## config.mk

```make
export PLATFORM = sky130hd
export DESIGN_NAME = alu_share_arbiter
export DESIGN_NICKNAME = d
export VERILOG_FILES = /design/src/rtl/alu_share_arbiter_pkg.sv /design/src/rtl/alu_share_arbiter_rr_arbiter.sv /design/src/rtl/alu_share_arbiter.sv
export SDC_FILE = /design/constraint.sdc
export NUM_CORES = 1
export LEC_CHECK = 0
export ABC_AREA = 1
export BUFFER_PORTS_ARGS = -buffer_cell sky130_fd_sc_hd__buf_2
export CAP_MARGIN = 20
export CORE_MARGIN = 5
export CORE_UTILIZATION = 45
export CTS_BUF_LIST = sky130_fd_sc_hd__clkbuf_4
export DETAILED_ROUTE_END_ITERATION = 12
export GPL_TIMING_DRIVEN = 0
export PLACE_DENSITY = 0.68
export SLEW_MARGIN = 40
export SYNTH_ARGS = -nofsm -noshare
export SYNTH_HDL_FRONTEND = slang
export SYNTH_SLANG_ARGS = --single-unit
```

## constraint.sdc

```tcl
create_clock -name clk -period 6.4 [get_ports clk]
set_input_delay 0.96 -clock clk [delete_from_list [all_inputs] [get_ports clk]]
set_output_delay 0.96 -clock clk [all_outputs]
set_load 0.01 [all_outputs]
```

## src/rtl/alu_share_arbiter_pkg.sv

```systemverilog
// Shared definitions for the round-robin ALU sharing block: opcodes and FSM states.
package alu_share_arbiter_pkg;

  localparam logic [1:0] OP_AND = 2'b00;
  localparam logic [1:0] OP_OR  = 2'b01;
  localparam logic [1:0] OP_ADD = 2'b10;
  localparam logic [1:0] OP_MIX = 2'b11;

  typedef enum logic [1:0] {
    ST_IDLE  = 2'b00,
    ST_EXEC1 = 2'b01,
    ST_EXEC2 = 2'b10,
    ST_RESP  = 2'b11
  } state_t;

  // MIX needs the extra EXEC2 pass through the shared adder.
  function automatic logic needs_exec2(input logic [1:0] op);
    return (op == OP_MIX);
  endfunction

endpackage

```

## src/rtl/alu_share_arbiter_rr_arbiter.sv

```systemverilog
// Combinational round-robin arbiter: search starts one past the last grant and wraps.
module rr_arbiter #(
  parameter int NUM_REQ = 4,
  parameter int IDXW    = 2
) (
  input  logic [NUM_REQ-1:0] req,
  input  logic [IDXW-1:0]    last_grant,
  input  logic               enable,
  output logic [NUM_REQ-1:0] grant,
  output logic [IDXW-1:0]    grant_idx
);

  logic w_found;
  int   w_idx;

  // First asserted request after last_grant wins; nothing is granted while disabled.
  always_comb begin
    grant     = '0;
    grant_idx = '0;
    w_found   = 1'b0;
    w_idx     = 0;
    for (int k = 1; k <= NUM_REQ; k++) begin
      w_idx = int'(last_grant) + k;
      w_idx = (w_idx >= NUM_REQ) ? (w_idx - NUM_REQ) : w_idx;
      if (enable && !w_found && req[w_idx]) begin
        grant[w_idx] = 1'b1;
        grant_idx    = IDXW'(w_idx);
        w_found      = 1'b1;
      end else begin
        w_found = w_found;
      end
    end
  end

endmodule

```

## src/rtl/alu_share_arbiter.sv

```systemverilog
// Shares one AND/OR/ADD datapath among NUM_REQ requesters with round-robin
// arbitration and a one-hot, one-cycle response pulse.
module alu_share_arbiter
  import alu_share_arbiter_pkg::*;
#(
  parameter int NUM_REQ = 4,
  parameter int WIDTH   = 5
) (
  input  logic                     clk,
  input  logic                     rst_n,
  input  logic [NUM_REQ-1:0]       req_valid,
  output logic [NUM_REQ-1:0]       req_ready,
  input  logic [2*NUM_REQ-1:0]     req_op,
  input  logic [WIDTH*NUM_REQ-1:0] req_a,
  input  logic [WIDTH*NUM_REQ-1:0] req_b,
  output logic [NUM_REQ-1:0]       rsp_valid,
  output logic [WIDTH-1:0]         rsp_data,
  output logic                     busy
);

  localparam int IDXW = $clog2(NUM_REQ);

  state_t             r_state;
  state_t             w_next_state;
  logic [IDXW-1:0]    r_last_grant;
  logic [IDXW-1:0]    r_grant_idx;
  logic [IDXW-1:0]    w_grant_idx;
  logic [NUM_REQ-1:0] w_grant;
  logic               w_arb_en;
  logic               w_accept;
  logic [1:0]         r_op;
  logic [WIDTH-1:0]   r_a;
  logic [WIDTH-1:0]   r_b;
  logic [WIDTH-1:0]   r_and;
  logic [WIDTH-1:0]   r_or;
  logic [WIDTH-1:0]   r_res;
  logic [1:0]         w_sel_op;
  logic [WIDTH-1:0]   w_sel_a;
  logic [WIDTH-1:0]   w_sel_b;
  logic [NUM_REQ-1:0] w_rsp_onehot;
  logic [NUM_REQ-1:0] r_rsp_valid;
  logic [WIDTH-1:0]   r_rsp_data;
  logic               r_busy;

  // Gating with rst_n keeps req_ready low while reset is held.
  assign w_arb_en = (r_state == ST_IDLE) && rst_n;
  assign w_accept = |w_grant;

  rr_arbiter #(
    .NUM_REQ (NUM_REQ),
    .IDXW    (IDXW)
  ) u_rr_arbiter (
    .req        (req_valid),
    .last_grant (r_last_grant),
    .enable     (w_arb_en),
    .grant      (w_grant),
    .grant_idx  (w_grant_idx)
  );

  assign req_ready = w_grant;
  assign rsp_valid = r_rsp_valid;
  assign rsp_data  = r_rsp_data;
  assign busy      = r_busy;

  // Select the winning requester's opcode and operands.
  always_comb begin
    w_sel_op = '0;
    w_sel_a  = '0;
    w_sel_b  = '0;
    for (int i = 0; i < NUM_REQ; i++) begin
      if (w_grant_idx == IDXW'(i)) begin
        w_sel_op = req_op[2*i +: 2];
        w_sel_a  = req_a[WIDTH*i +: WIDTH];
        w_sel_b  = req_b[WIDTH*i +: WIDTH];
      end else begin
        w_sel_op = w_sel_op;
      end
    end
  end

  // Response target decode.
  always_comb begin
    w_rsp_onehot              = '0;
    w_rsp_onehot[r_grant_idx] = 1'b1;
  end

  // FSM next-state logic.
  always_comb begin
    w_next_state = r_state;
    case (r_state)
      ST_IDLE: begin
        if (w_accept) begin
          w_next_state = ST_EXEC1;
        end else begin
          w_next_state = ST_IDLE;
        end
      end
      ST_EXEC1: begin
        if (needs_exec2(r_op)) begin
          w_next_state = ST_EXEC2;
        end else begin
          w_next_state = ST_RESP;
        end
      end
      ST_EXEC2: w_next_state = ST_RESP;
      ST_RESP:  w_next_state = ST_IDLE;
      default:  w_next_state = ST_IDLE;
    endcase
  end

  // FSM state register.
  always_ff @(posedge clk or negedge rst_n) begin
    if (!rst_n) begin
      r_state <= ST_IDLE;
    end else begin
      r_state <= w_next_state;
    end
  end

  // Request capture and grant bookkeeping on the accept edge.
  always_ff @(posedge clk or negedge rst_n) begin
    if (!rst_n) begin
      r_op         <= '0;
      r_a          <= '0;
      r_b          <= '0;
      r_grant_idx  <= '0;
      r_last_grant <= IDXW'(NUM_REQ - 1);
    end else if (w_accept) begin
      r_op         <= w_sel_op;
      r_a          <= w_sel_a;
      r_b          <= w_sel_b;
      r_grant_idx  <= w_grant_idx;
      r_last_grant <= w_grant_idx;
    end
  end

  // Shared datapath: EXEC1 produces AND/OR/ADD, EXEC2 folds the MIX term.
  always_ff @(posedge clk or negedge rst_n) begin
    if (!rst_n) begin
      r_and <= '0;
      r_or  <= '0;
      r_res <= '0;
    end else begin
      case (r_state)
        ST_EXEC1: begin
          r_and <= r_a & r_b;
          r_or  <= r_a | r_b;
          case (r_op)
            OP_AND:  r_res <= r_a & r_b;
            OP_OR:   r_res <= r_a | r_b;
            OP_ADD:  r_res <= r_a + r_b;
            default: r_res <= r_res;
          endcase
        end
        ST_EXEC2: r_res <= r_and & (r_and + r_or);
        default:  r_res <= r_res;
      endcase
    end
  end

  // Registered outputs; the pulse is produced out of RESP and lands in the next IDLE cycle.
  always_ff @(posedge clk or negedge rst_n) begin
    if (!rst_n) begin
      r_rsp_valid <= '0;
      r_rsp_data  <= '0;
      r_busy      <= 1'b0;
    end else begin
      r_busy <= (w_next_state != ST_IDLE);
      if (r_state == ST_RESP) begin
        r_rsp_valid <= w_rsp_onehot;
        r_rsp_data  <= r_res;
      end else begin
        r_rsp_valid <= '0;
        r_rsp_data  <= '0;
      end
    end
  end

endmodule
```

# After elaboration in Yosys (flattened, before gate mapping)
# Index checks and enable logic that the tools add are counted.
# op_classes
add_sub_neg,10
n_lt_le_gt_ge,14
eq_ne,10
mux,56
n_bitwise,6
n_reduce_logical,23
# op_table
op,count
"32-bit by 1-bit >= comparator with 1-bit output, second input constant",4
"32-bit by 4-bit >= comparator with 1-bit output, second input constant",4
"32-bit by 4-bit < comparator with 1-bit output, second input constant",4
32-bit 2-to-1 mux,4
"32-bit by 4-bit subtractor with 32-bit output, second input constant",4
5-bit 2-to-1 mux,9
4-bit 2-to-1 mux,5
1-bit 2-to-1 mux,18
2-bit 2-to-1 mux,8
5-bit case mux with 3 select lines,1
1-bit logical AND,13
"2-bit == test, second input constant",6
4-bit OR,3
5-bit adder,2
5-bit AND,2
1-bit demux with 2-bit select,5
5-bit case mux with 2 select lines,1
1-bit binary-select mux with 2-bit select,4
2-bit case mux with 4 select lines,1
"2-bit by 2-bit adder with 3-bit output, second input constant",2
"2-bit by 1-bit == test with 1-bit output, second input constant",3
2-bit logical NOT,3
5-bit OR,1
"2-bit by 3-bit adder with 4-bit output, second input constant",1
8 further kinds,11
# totals
reg_bits,43
inputBits,54
elab_cells,131

# Longest topological paths before layout
# depth
word_depth,25
mapped_depth,17
ltp_nobuf,16

# Modules after synthesis
# Synthesis repeated with hierarchy kept, for this count alone.
# unflattened
cells_unflattened,408
hier_area_um2,3014.1
# by_module_without_submodules
module,instances,cells_per_inst,area_each_um2,seq_area_each_um2
alu_share_arbiter,1,326,2529.9,1078.5
rr_arbiter,1,82,484.2,0.0

# Least setup slack after synthesis
# Ideal clock, no wire load.
# synth_path
path_kind,register to output
from,register r_last_grant[1]
to,output port req_ready[2]
arrival_time_ns,1.881
t_required_ns,5.440
slack_ns,3.559
path_stages_with_launch,13
path_cell_list,dfstp_2 inv_1 ha_1 inv_1 nand3_2 nand2_2 nand2_2 nor2_4 buf_6 nand3_1 nand2_1 inv_1 nand2_1
# synth_via
elab_chain_cells,20
elab_cells_between_ends,68
cone_classes,add/sub: 8; order compare: 12; mux: 31; bitwise: 3; reduce/logical: 14
# synth_lines
item,line_no,rtl
from (decl),alu_share_arbiter.sv:25,logic [IDXW-1:0] r_last_grant;
from (signal assigned),alu_share_arbiter.sv:127,r_last_grant <= IDXW'(NUM_REQ - 1);
from (signal assigned),alu_share_arbiter.sv:133,r_last_grant <= w_grant_idx;
branches (longest 19 deep; another with 32-bit by 4-bit subtractor with 32-bit output),-,
4-bit 2-to-1 mux *,alu_share_arbiter_rr_arbiter.sv:25,if (enable && !w_found && req[w_idx]) begin
to (decl),alu_share_arbiter.sv:12,"output logic [NUM_REQ-1:0] req_ready,"
# Every way passes the cells marked *. The select of a mux whose other input is x is not followed.

# Worst setup path after layout
# Ends and elaborated chain as after synthesis.

==> qor.yml <==
outcome: "completed"
root_buffer: "clkbuf_4"
ctsHoldBuffers: 0
grt_pass1_vias: 2793
dp_hpwl_um: 5673
power_uw: 1681
synth_fp_nets: 505
syn_area_per_cell_um2: 7.385
grt_remaining_overflow: 0
finalCritPeriodShare_pct: 56.33
netlist_area_mm2: 0.003102
drive_gt1_share_pct: 22.83
max_slew_margin_pct: 64.11
synth_warnings: 0
use_met1_pct: 23.18
final_max_slew_viol_count: 0
grt_max_degree: 45
cap_viol_max_count: 0
gp_congestion: 0.8324
finalCriticalPeriod_ns: 3.605
clk_latency_ns: 0.37
grt_use_total_pct: 17.13
rows: 30
final_hold_viol_count: 0
fin_cells: 575
cts_resized: 0
clock-sinks: 43
viasPerCell: 5.024
dieWidth_um: 93.02
vias: 2889
max_freq_ghz: 0.2774
final_antenna_net_count: 0
clockBufferDepth: 2
start_kind: "flop"
placedCellCount: 567
top_usage_layer: "met2"
io_buffers: 67
die_h_um: 93.02
setup_viol: 0
worst_slew_pin_slew_ns: 0.5384
placed_cell_area_mm2: 0.003540
path_clk_slew_ns: 0.13
synth-seq-cells: 43
arrival_ns: 2.65
antennaDiodeCount: 0
antenna_found_initial: 0
cp_max_fo: 10
die-area_mm2: 0.008653
area_growth_pct: 17.51
drc: 0
cts_setup_buffers: 0
ir_worst_vdd_mv: 0.2190
skew_ns: 0.01523
met3_usage_pct: 3.379
drtIter0Drc: 174
setup_tns_ns: 0
holdCritPathClass: "flop to flop"
start_util_pct: 45.91
cts_buffers: 5
cts_tree: "built"
use_met2_pct: 28.07
place_ws_ns: 2.910
powerDensity_mw_per_mm2: 461.2
drtPass1Iterations: 4
rsz0062_at_grt: "false"
worst-setup-path-type: "flop to output port"
wl_per_cell_um: 12.28
leakage_uw: 0.002042
boundaryPins: 68
cp.required_ns: 5.44
core_mm2: 0.006756
finalWirelength_um: 7061
ys_types: 33
finalWorstSetupSlack_ns: 2.795
worst_setup_path_end_kind: "output port"
fin_nets: 579
syn_inst: 420
grt_pass1_wl_um: 12350
fin_area_mm2: 0.003645
yosysSeqAreaShare_pct: 34.77
cts.htree.levels: 2
==> final timing paths <==
check	start	to	slack, ns	depth (start not counted)
hold reg to reg	r_grant_idx[0]	rsp_valid[0]	0.47	1
setup reg to reg	r_last_grant[1]	r_b[2]	3.56	17
setup / recovery	r_last_grant[1]	req_ready[2]	2.79	13
max in group asynchronous	rst_n	r_last_grant[1]	5.46	1
hold / removal	r_grant_idx[0]	rsp_valid[0]	0.47	1
min in group asynchronous	rst_n	rsp_data[0]	0.56	1
==> cells in the mapped netlist <==
cell,number,area (um2)
a21oi_1,6,30.03
a31oi_1,5,31.28
buf_2,5,25.02
buf_4,3,22.52
buf_6,2,22.52
clkbuf_1,2,7.510
clkinv_1,1,3.750
clkinv_2,1,5.000
dfrtp_1,41,1026
dfstp_2,2,52.55
fa_1,2,40.04
ha_1,29,362.9
inv_1,43,161.4
inv_2,2,7.510
nand2_1,124,465.5
nand2_2,8,50.05
nand2_4,1,11.26
nand3_1,42,210.2
nand3_2,4,40.04
nand3_4,1,17.52
nand3b_1,1,7.510
nand4_1,16,100.1
nor2_1,38,142.6
nor2_2,4,25.02
nor2_4,3,33.78
nor3_1,5,25.02
o211ai_1,4,30.03
o21ai_0,18,90.09
o21ai_2,1,8.760
o21bai_1,1,7.510
o221ai_1,3,26.28
or2_2,1,6.260
or3_1,1,6.260
==> worst max-delay path, stage by stage, from the launching register on <==
cell and delay [ns]:
dfstp_2 0.63, inv_1 0.19, ha_1 0.39, inv_1 0.14
nand3_2 0.09, nand2_2 0.11, nand2_2 0.09, nor2_4 0.10
buf_6 0.15, nand3_1 0.08, nand2_1 0.06, inv_1 0.06
nand2_1 0.08, buf_2 0.13
==> logic make-up (layout without fill, tap and decap cells) <==
family	Yosys count	after routing	share of synthesized area (%)
AND/OR/NAND/NOR	249	249	36.79
buffers and inverters	59	134	8.229
adder cells (fa/ha/maj)	31	31	12.99
flip-flops	43	43	34.77
AO/OA/AOI/OAI	38	38	7.221
==> per-stage QoR <==
stage | hold WS (ns) | util, %
3_3_place_gp | 0.4458 | 52.35
6_report | 0.4671 | 53.94
5_1_grt | 0.5035 | 53.94
4_1_cts | 0.4586 | 53.94
2_1_floorplan | 0.4323 | -
3_5_place_dp | 0.4538 | 52.39
==> layer usage <==
layer / wire, um / share of wire (%) / vias up
met2: 3157 / 45 / 83
met3: 414 / 5.9 / 6
li1: - / - / 1506
met5: 0 / 0 / -
met4: 83 / 1.2 / 0
met1: 3405 / 48 / 1294
==> final cells by class <==
class / count / area [um2]
clock inverter: 3 / 67.56
multi-input combinational: 318 / 1768
sequential: 43 / 1079
clock buffer: 5 / 37.54
timing repair buffer: 67 / 337.8
tap: 80 / 100.1
fill: 671 / 3112
inverter: 47 / 177.7
buffer: 12 / 77.57
==> flip-flops by register name (all words and copies together) (netlist names) <==
signal	cells
r_a	5
r_and	5
r_b	5
r_or	5
r_res	5
rsp_data	5
rsp_valid	4
r_grant_idx	2
r_last_grant	2
r_op	2
r_state	2
busy	1
==> placed cells by master, fill, tap and decap left out, types with 2 or more instances in the layout <==
cell type    n
nand2_1    124
buf_2       71
inv_1       43
nand3_1     42
dfrtp_1     41
nor2_1      38
ha_1        29
o21ai_0     18
nand4_1     16
nand2_2      8
a21oi_1      6
nor3_1       5
a31oi_1      5
clkbuf_4     5
nand3_2      4
nor2_2       4
buf_4        4
o211ai_1     4
nor2_4       3
o221ai_1     3
inv_2        2
buf_6        2
clkbuf_1     2
fa_1         2
bufinv_16    2
dfstp_2      2
==> power by group <==
part	switching, uW	internal, uW
clock network	93.3	121
logic	628	361
registers	88.3	389
(Power assumes the default switching activity.)
